===== src/rtl/wb_cmd_pkg.sv =====
// Shared opcodes, status bytes and FSM state encoding for the byte-stream
// controlled Wishbone command master.
package wb_cmd_pkg;

    localparam logic [7:0] CMD_WRITE = 8'h01;
    localparam logic [7:0] CMD_READ  = 8'h02;
    localparam logic [7:0] RSP_OK    = 8'h00;
    localparam logic [7:0] RSP_ERR   = 8'hEE;

    typedef enum logic [2:0] {
        IDLE,
        ADDR,
        WDATA,
        BUS,
        RESP
    } state_t;

endpackage


===== src/rtl/wb_cmd_master.sv =====
// Wishbone classic master driven by read/write command packets on a byte
// stream; returns a status byte (plus read data) on a byte sink.
module wb_cmd_master
    import wb_cmd_pkg::*;
#(
    parameter int AW      = 30,
    parameter int DW      = 32,
    parameter int TIMEOUT = 1024
) (
    input  logic            wb_clk_i,
    input  logic            wb_reset_i,
    input  logic [7:0]      rx_data,
    input  logic            rx_valid,
    output logic            rx_ready,
    output logic [7:0]      tx_data,
    output logic            tx_valid,
    input  logic            tx_ready,
    output logic [AW-1:0]   wb_adr_o,
    output logic [DW-1:0]   wb_dat_o,
    input  logic [DW-1:0]   wb_dat_i,
    output logic            wb_we_o,
    output logic [DW/8-1:0] wb_sel_o,
    output logic            wb_cyc_o,
    output logic            wb_stb_o,
    input  logic            wb_ack_i,
    input  logic            wb_err_i,
    output logic            busy
);

    localparam int TW = $clog2(TIMEOUT);

    state_t          state_q, state_d;
    logic [2:0]      cnt_q, cnt_d;
    logic [TW-1:0]   tmo_q, tmo_d;
    logic [23:0]     sr_q, sr_d;
    logic [AW-1:0]   adr_q, adr_d;
    logic [DW-1:0]   dat_q, dat_d;
    logic [DW-1:0]   rdat_q, rdat_d;
    logic            we_q, we_d;
    logic            cyc_q, cyc_d;
    logic            rsp_err_q, rsp_err_d;
    logic            tx_valid_q, tx_valid_d;
    logic [7:0]      tx_data_q, tx_data_d;

    logic rx_fire, tx_fire, bus_done, bus_tmo, rsp_last;

    assign rx_ready = !wb_reset_i && (state_q inside {IDLE, ADDR, WDATA});
    assign rx_fire  = rx_valid && rx_ready;
    assign tx_fire  = tx_valid_q && tx_ready;
    assign bus_done = wb_ack_i || wb_err_i;
    assign bus_tmo  = (tmo_q == TW'(TIMEOUT - 1));
    // Errors and write acks are a single status byte; read OK adds four data bytes.
    assign rsp_last = rsp_err_q || we_q || (cnt_q == 3'd4);

    // NOTE: sequential state uses non-blocking assignments so every register
    // samples the pre-edge values of the others.
    always_ff @(posedge wb_clk_i) begin
        if (wb_reset_i) begin
            state_q <= IDLE;
        end else begin
            state_q <= state_d;
        end
    end

    always_comb begin
        // NOTE: default assignment first so no path leaves state_d unassigned
        // and a latch cannot be inferred.
        state_d = state_q;
        unique case (state_q)
            IDLE:  if (rx_fire && (rx_data == CMD_WRITE || rx_data == CMD_READ)) state_d = ADDR;
            ADDR:  if (rx_fire && cnt_q == 3'd3) state_d = we_q ? WDATA : BUS;
            WDATA: if (rx_fire && cnt_q == 3'd3) state_d = BUS;
            BUS:   if (bus_done || bus_tmo) state_d = RESP;
            RESP:  if (tx_fire && rsp_last) state_d = IDLE;
            default: state_d = IDLE;
        endcase
    end

    always_comb begin
        cnt_d      = cnt_q;
        tmo_d      = tmo_q;
        sr_d       = sr_q;
        adr_d      = adr_q;
        dat_d      = dat_q;
        rdat_d     = rdat_q;
        we_d       = we_q;
        cyc_d      = cyc_q;
        rsp_err_d  = rsp_err_q;
        tx_valid_d = tx_valid_q;
        tx_data_d  = tx_data_q;
        unique case (state_q)
            IDLE: begin
                if (rx_fire && (rx_data == CMD_WRITE || rx_data == CMD_READ)) begin
                    we_d  = (rx_data == CMD_WRITE);
                    cnt_d = 3'd0;
                end
            end
            ADDR: begin
                if (rx_fire) begin
                    sr_d  = {rx_data, sr_q[23:8]};
                    cnt_d = cnt_q + 3'd1;
                    if (cnt_q == 3'd3) begin
                        adr_d = AW'({rx_data, sr_q});
                        cnt_d = 3'd0;
                        if (!we_q) begin
                            cyc_d = 1'b1;
                            tmo_d = '0;
                        end
                    end
                end
            end
            WDATA: begin
                if (rx_fire) begin
                    dat_d = {rx_data, dat_q[DW-1:8]};
                    cnt_d = cnt_q + 3'd1;
                    if (cnt_q == 3'd3) begin
                        cnt_d = 3'd0;
                        cyc_d = 1'b1;
                        tmo_d = '0;
                    end
                end
            end
            BUS: begin
                if (bus_done) begin
                    // err wins when ack and err arrive together.
                    cyc_d      = 1'b0;
                    rdat_d     = wb_dat_i;
                    rsp_err_d  = wb_err_i;
                    tx_valid_d = 1'b1;
                    tx_data_d  = wb_err_i ? RSP_ERR : RSP_OK;
                    cnt_d      = 3'd0;
                end else if (bus_tmo) begin
                    cyc_d      = 1'b0;
                    rsp_err_d  = 1'b1;
                    tx_valid_d = 1'b1;
                    tx_data_d  = RSP_ERR;
                    cnt_d      = 3'd0;
                end else begin
                    tmo_d = tmo_q + 1'b1;
                end
            end
            RESP: begin
                if (tx_fire) begin
                    if (rsp_last) begin
                        tx_valid_d = 1'b0;
                    end else begin
                        cnt_d = cnt_q + 3'd1;
                        unique case (cnt_q[1:0])
                            2'd0: tx_data_d = rdat_q[7:0];
                            2'd1: tx_data_d = rdat_q[15:8];
                            2'd2: tx_data_d = rdat_q[23:16];
                            2'd3: tx_data_d = rdat_q[31:24];
                        endcase
                    end
                end
            end
            default: ;
        endcase
    end

    always_ff @(posedge wb_clk_i) begin
        if (wb_reset_i) begin
            cnt_q      <= '0;
            tmo_q      <= '0;
            sr_q       <= '0;
            adr_q      <= '0;
            dat_q      <= '0;
            rdat_q     <= '0;
            we_q       <= 1'b0;
            cyc_q      <= 1'b0;
            rsp_err_q  <= 1'b0;
            tx_valid_q <= 1'b0;
            tx_data_q  <= '0;
        end else begin
            cnt_q      <= cnt_d;
            tmo_q      <= tmo_d;
            sr_q       <= sr_d;
            adr_q      <= adr_d;
            dat_q      <= dat_d;
            rdat_q     <= rdat_d;
            we_q       <= we_d;
            cyc_q      <= cyc_d;
            rsp_err_q  <= rsp_err_d;
            tx_valid_q <= tx_valid_d;
            tx_data_q  <= tx_data_d;
        end
    end

    assign wb_adr_o = adr_q;
    assign wb_dat_o = dat_q;
    assign wb_we_o  = we_q;
    assign wb_sel_o = '1;
    assign wb_cyc_o = cyc_q;
    assign wb_stb_o = cyc_q;
    assign tx_valid = tx_valid_q;
    assign tx_data  = tx_data_q;
    assign busy     = (state_q != IDLE);

endmodule


===== config.mk =====
export PLATFORM = sky130hd
export DESIGN_NAME = wb_cmd_master
export DESIGN_NICKNAME = d
export VERILOG_FILES = /design/src/rtl/wb_cmd_pkg.sv /design/src/rtl/wb_cmd_master.sv
export SDC_FILE = /design/constraint.sdc
export NUM_CORES = 1
export LEC_CHECK = 0
export BUFFER_PORTS_ARGS = -buffer_cell sky130_fd_sc_hd__buf_2
export CORE_MARGIN = 4
export CORE_UTILIZATION = 25
export DETAILED_ROUTE_END_ITERATION = 7
export SYNTH_ARGS = -nofsm -noshare
export SYNTH_HDL_FRONTEND = slang
export SYNTH_SLANG_ARGS = --single-unit
export TNS_END_PERCENT = 10

===== constraint.sdc =====
create_clock -name wb_clk_i -period 2.1 [get_ports wb_clk_i]
set_input_delay 0.315 -clock wb_clk_i [delete_from_list [all_inputs] [get_ports wb_clk_i]]
set_output_delay 0.315 -clock wb_clk_i [all_outputs]
set_load 0.02 [all_outputs]

==> impl_metrics.csv <==
group,metric,value,unit
yosys,yosysWarnings,0,
sta,fin_skew,10.6,ps
sta,setup_ws,99.1,ps
sta,fin_crit,2000,ps
grt,grt_max_degree,61,
routing,post_drt_wl_per_cell,13.7,microns
outcome,outcome,"completed",
floorplan,die_h,161,microns
clock_tree,cts_max_level,4,
setup_path,critical_path_required,2440,ps
routing,drc,0,
grt,grt_usage,0.125,
setup_path,endpoint_kind,"flip-flop",
routing,drtAntennaViolNets,0,
yosys,ys.flop_type,"dfxtp_1",
setup_path,crit_type,"reg2reg",
yosys,synthArstFlopShare,0,
clock_tree,clock_latency,410,ps
grt,grt_pass1_vias,5268,
grt,grt-ovfl-total,0,
yosys,synth_edf_count,0,
floorplan,start_util,0.257,
yosys,synth_most_common_cell,"nand2_1",
cells_and_area,layout.nets,920,
sta,setup_viol,0,
cells_and_area,drive_gt1_frac,0.220,
sta,worst_pin_slew,652,ps
clock_tree,cts.reportedPaths.clkPinSlew,60,ps
sta,slew_headroom,0.566,
yosys,synth_area_leader_cell,"dfxtp_1",
floorplan,dieWidth,161,microns
floorplan,die_area,26000,sq um
cells_and_area,fillers,2481,
grt,grt-busiest-layer,"met2",
yosys,synth_cell_types,49,
power_and_ir_drop,vdd_drop_max,0.369,mV
routing,wirelength,16300,microns
grt,antenna_found_initial,1,
floorplan,coreArea,22800,sq um
yosys,postSynthAreaPerCell,7.79,sq um
clock_tree,cts_made_buffers,17,
setup_path,crit_arrival,2340,ps
clock_tree,clockRootBuffer,"clkbuf_16",
placed_design,place_ws,95.8,ps
grt,met1_usage,0.168,
setup_path,crit_fanout,11,
yosys,ys_ff_latch,146,
grt,grt_pass1_wl,26600,microns
sta,rsz0062_at_grt,"true",
placed_design,port_buffers,121,
min_path,hold_class,"in2reg",
power_and_ir_drop,p_leak,0.00281,uW
clock_tree,cts_setup_buffers,0,
sta,max_freq,500,MHz
floorplan,num_io_pins,126,
sta,period_share,0.953,
clock_tree,cts_tree,"yes",
clock_tree,clockBufferDepth,2,
routing,num_vias,5366,
yosys,synth_top_area_share,0.498,
setup_path,cp-start-kind,"flip-flop",
routing,drt-initial-drc-count,414,
cells_and_area,final_cell_area,7490,sq um
clock_tree,clkSinkCount,146,
placed_design,place_area,6880,sq um
yosys,synthCells,753,
routing,first_pass_iters,5,
cells_and_area,syn_to_final_growth,27.7,%
routing,via_per_inst,4.51,
sta,slew_violations,0,
power_and_ir_drop,powerDensity,837,nW/um^2
grt,use_met2,0.191,
sta,hold_viol_final,0,
placed_design,globalplace.congestion,0.818,
cells_and_area,final_cells,1191,
yosys,netlist_area,5860,sq um
yosys,synthTopCellsByArea,"dfxtp_1, nand2_1, a21oi_1",
yosys,ys_seq_area_frac,0.498,
run,drv_cap,0,
placed_design,dp_hpwl,11100,microns
yosys,synth_commonest_cells,"nand2_1, dfxtp_1, a21oi_1, clkbuf_1, nor2_1",
placed_design,dpl.cell_count,1160,
floorplan,num_rows,55,
grt,grt_util_met3,0.0380,
## flip-flops by register name, summed over array words and instances (netlist names), 3 cells and up
name      count
cnt_q         3
tmo_q        10
wb_adr_o     30
state_q       3
wb_dat_o     32
sr_q         24
tx_data       8
rdat_q       32
## routing by layer
layer,wire [microns],vias up
met5,0,-
met4,346,0
met3,1050,19
met2,7020,171
met1,7930,2438
li1,-,2738
## logic make-up after synthesis
family	Yosys count	share of synthesized area
AO/OA/AOI/OAI	191	0.186
XOR/XNOR	2	0.00299
adder cells (fa/ha/maj)	8	0.0171
buffers and inverters	66	0.0482
flip-flops	146	0.498
multiplexers	5	0.00853
other	1	0.000639
AND/OR/NAND/NOR	334	0.238
## stage by stage
stage,util,hold WS [ps],TNS (ps),power [uW]
final,0.328,139,0,6260
after global placement,0.301,438,0,3220
after global routing,0.328,123,-49.8,6520
after CTS,0.327,117,0,6360
after detailed placement,0.301,444,0,3220
after floorplan,-,432,0,3080
## final timing paths
kind | from | slack [ps] | cells after the start | to
max | cnt_q[1] | 100 | 8 | tmo_q[1]
min | wb_dat_i[21] | 140 | 3 | rdat_q[21]
max reg2reg | cnt_q[1] | 100 | 8 | tmo_q[1]
min reg2reg | sr_q[7] | 450 | 2 | wb_adr_o[7]
## area by class of cell
| type | count | area, sq um | share of cell area |
|---|---|---|---|
| clock inverter | 11 | 154 | 0.0206 |
| tap | 313 | 392 | 0.0523 |
| multi-input combinational | 544 | 2690 | 0.359 |
| sequential | 146 | 2920 | 0.390 |
| antenna | 1 | 2.50 | 0.000334 |
| clock buffer | 19 | 443 | 0.0592 |
| timing repair buffer | 149 | 856 | 0.114 |
| inverter | 8 | 30.0 | 0.00401 |
## timing repair
action | CTS | global route
hold buffers | 0 | 0
endpoints found under the setup margin | 0 | 8
resized for setup | 0 | 3
## critical path: stages, from the launching register on
cell      delay (ps)
dfxtp_1          380
ha_1             190
ha_1             220
and3b_1          210
and3b_1          190
o221ai_1         100
buf_4            190
or2_2            290
a21oi_1          140
## placed cells by master, fill, tap and decap left out, types with 3 or more instances in the layout
cell and n:
a211oi_1 9, a21oi_1 137, a222oi_1 8, and2_1 4, and3b_1 3, buf_12 3
buf_2 120, buf_4 26, bufinv_16 3, clkbuf_16 17, conb_1 4, dfxtp_1 146
ha_1 7, inv_1 6, inv_6 3, mux2i_1 5, nand2_1 264, nand2b_1 3
nand3_1 6, nor2_1 25, nor3_1 3, nor3b_1 4, o21ai_0 19, or3_1 4
## power breakdown
group          internal (uW)  leakage [uW]  switching (uW)
clock                   1900      0.000286            1200
sequential              2780       0.00118            27.2
combinational            126       0.00135             229
No activity file was read; power rests on OpenSTA's default activity.
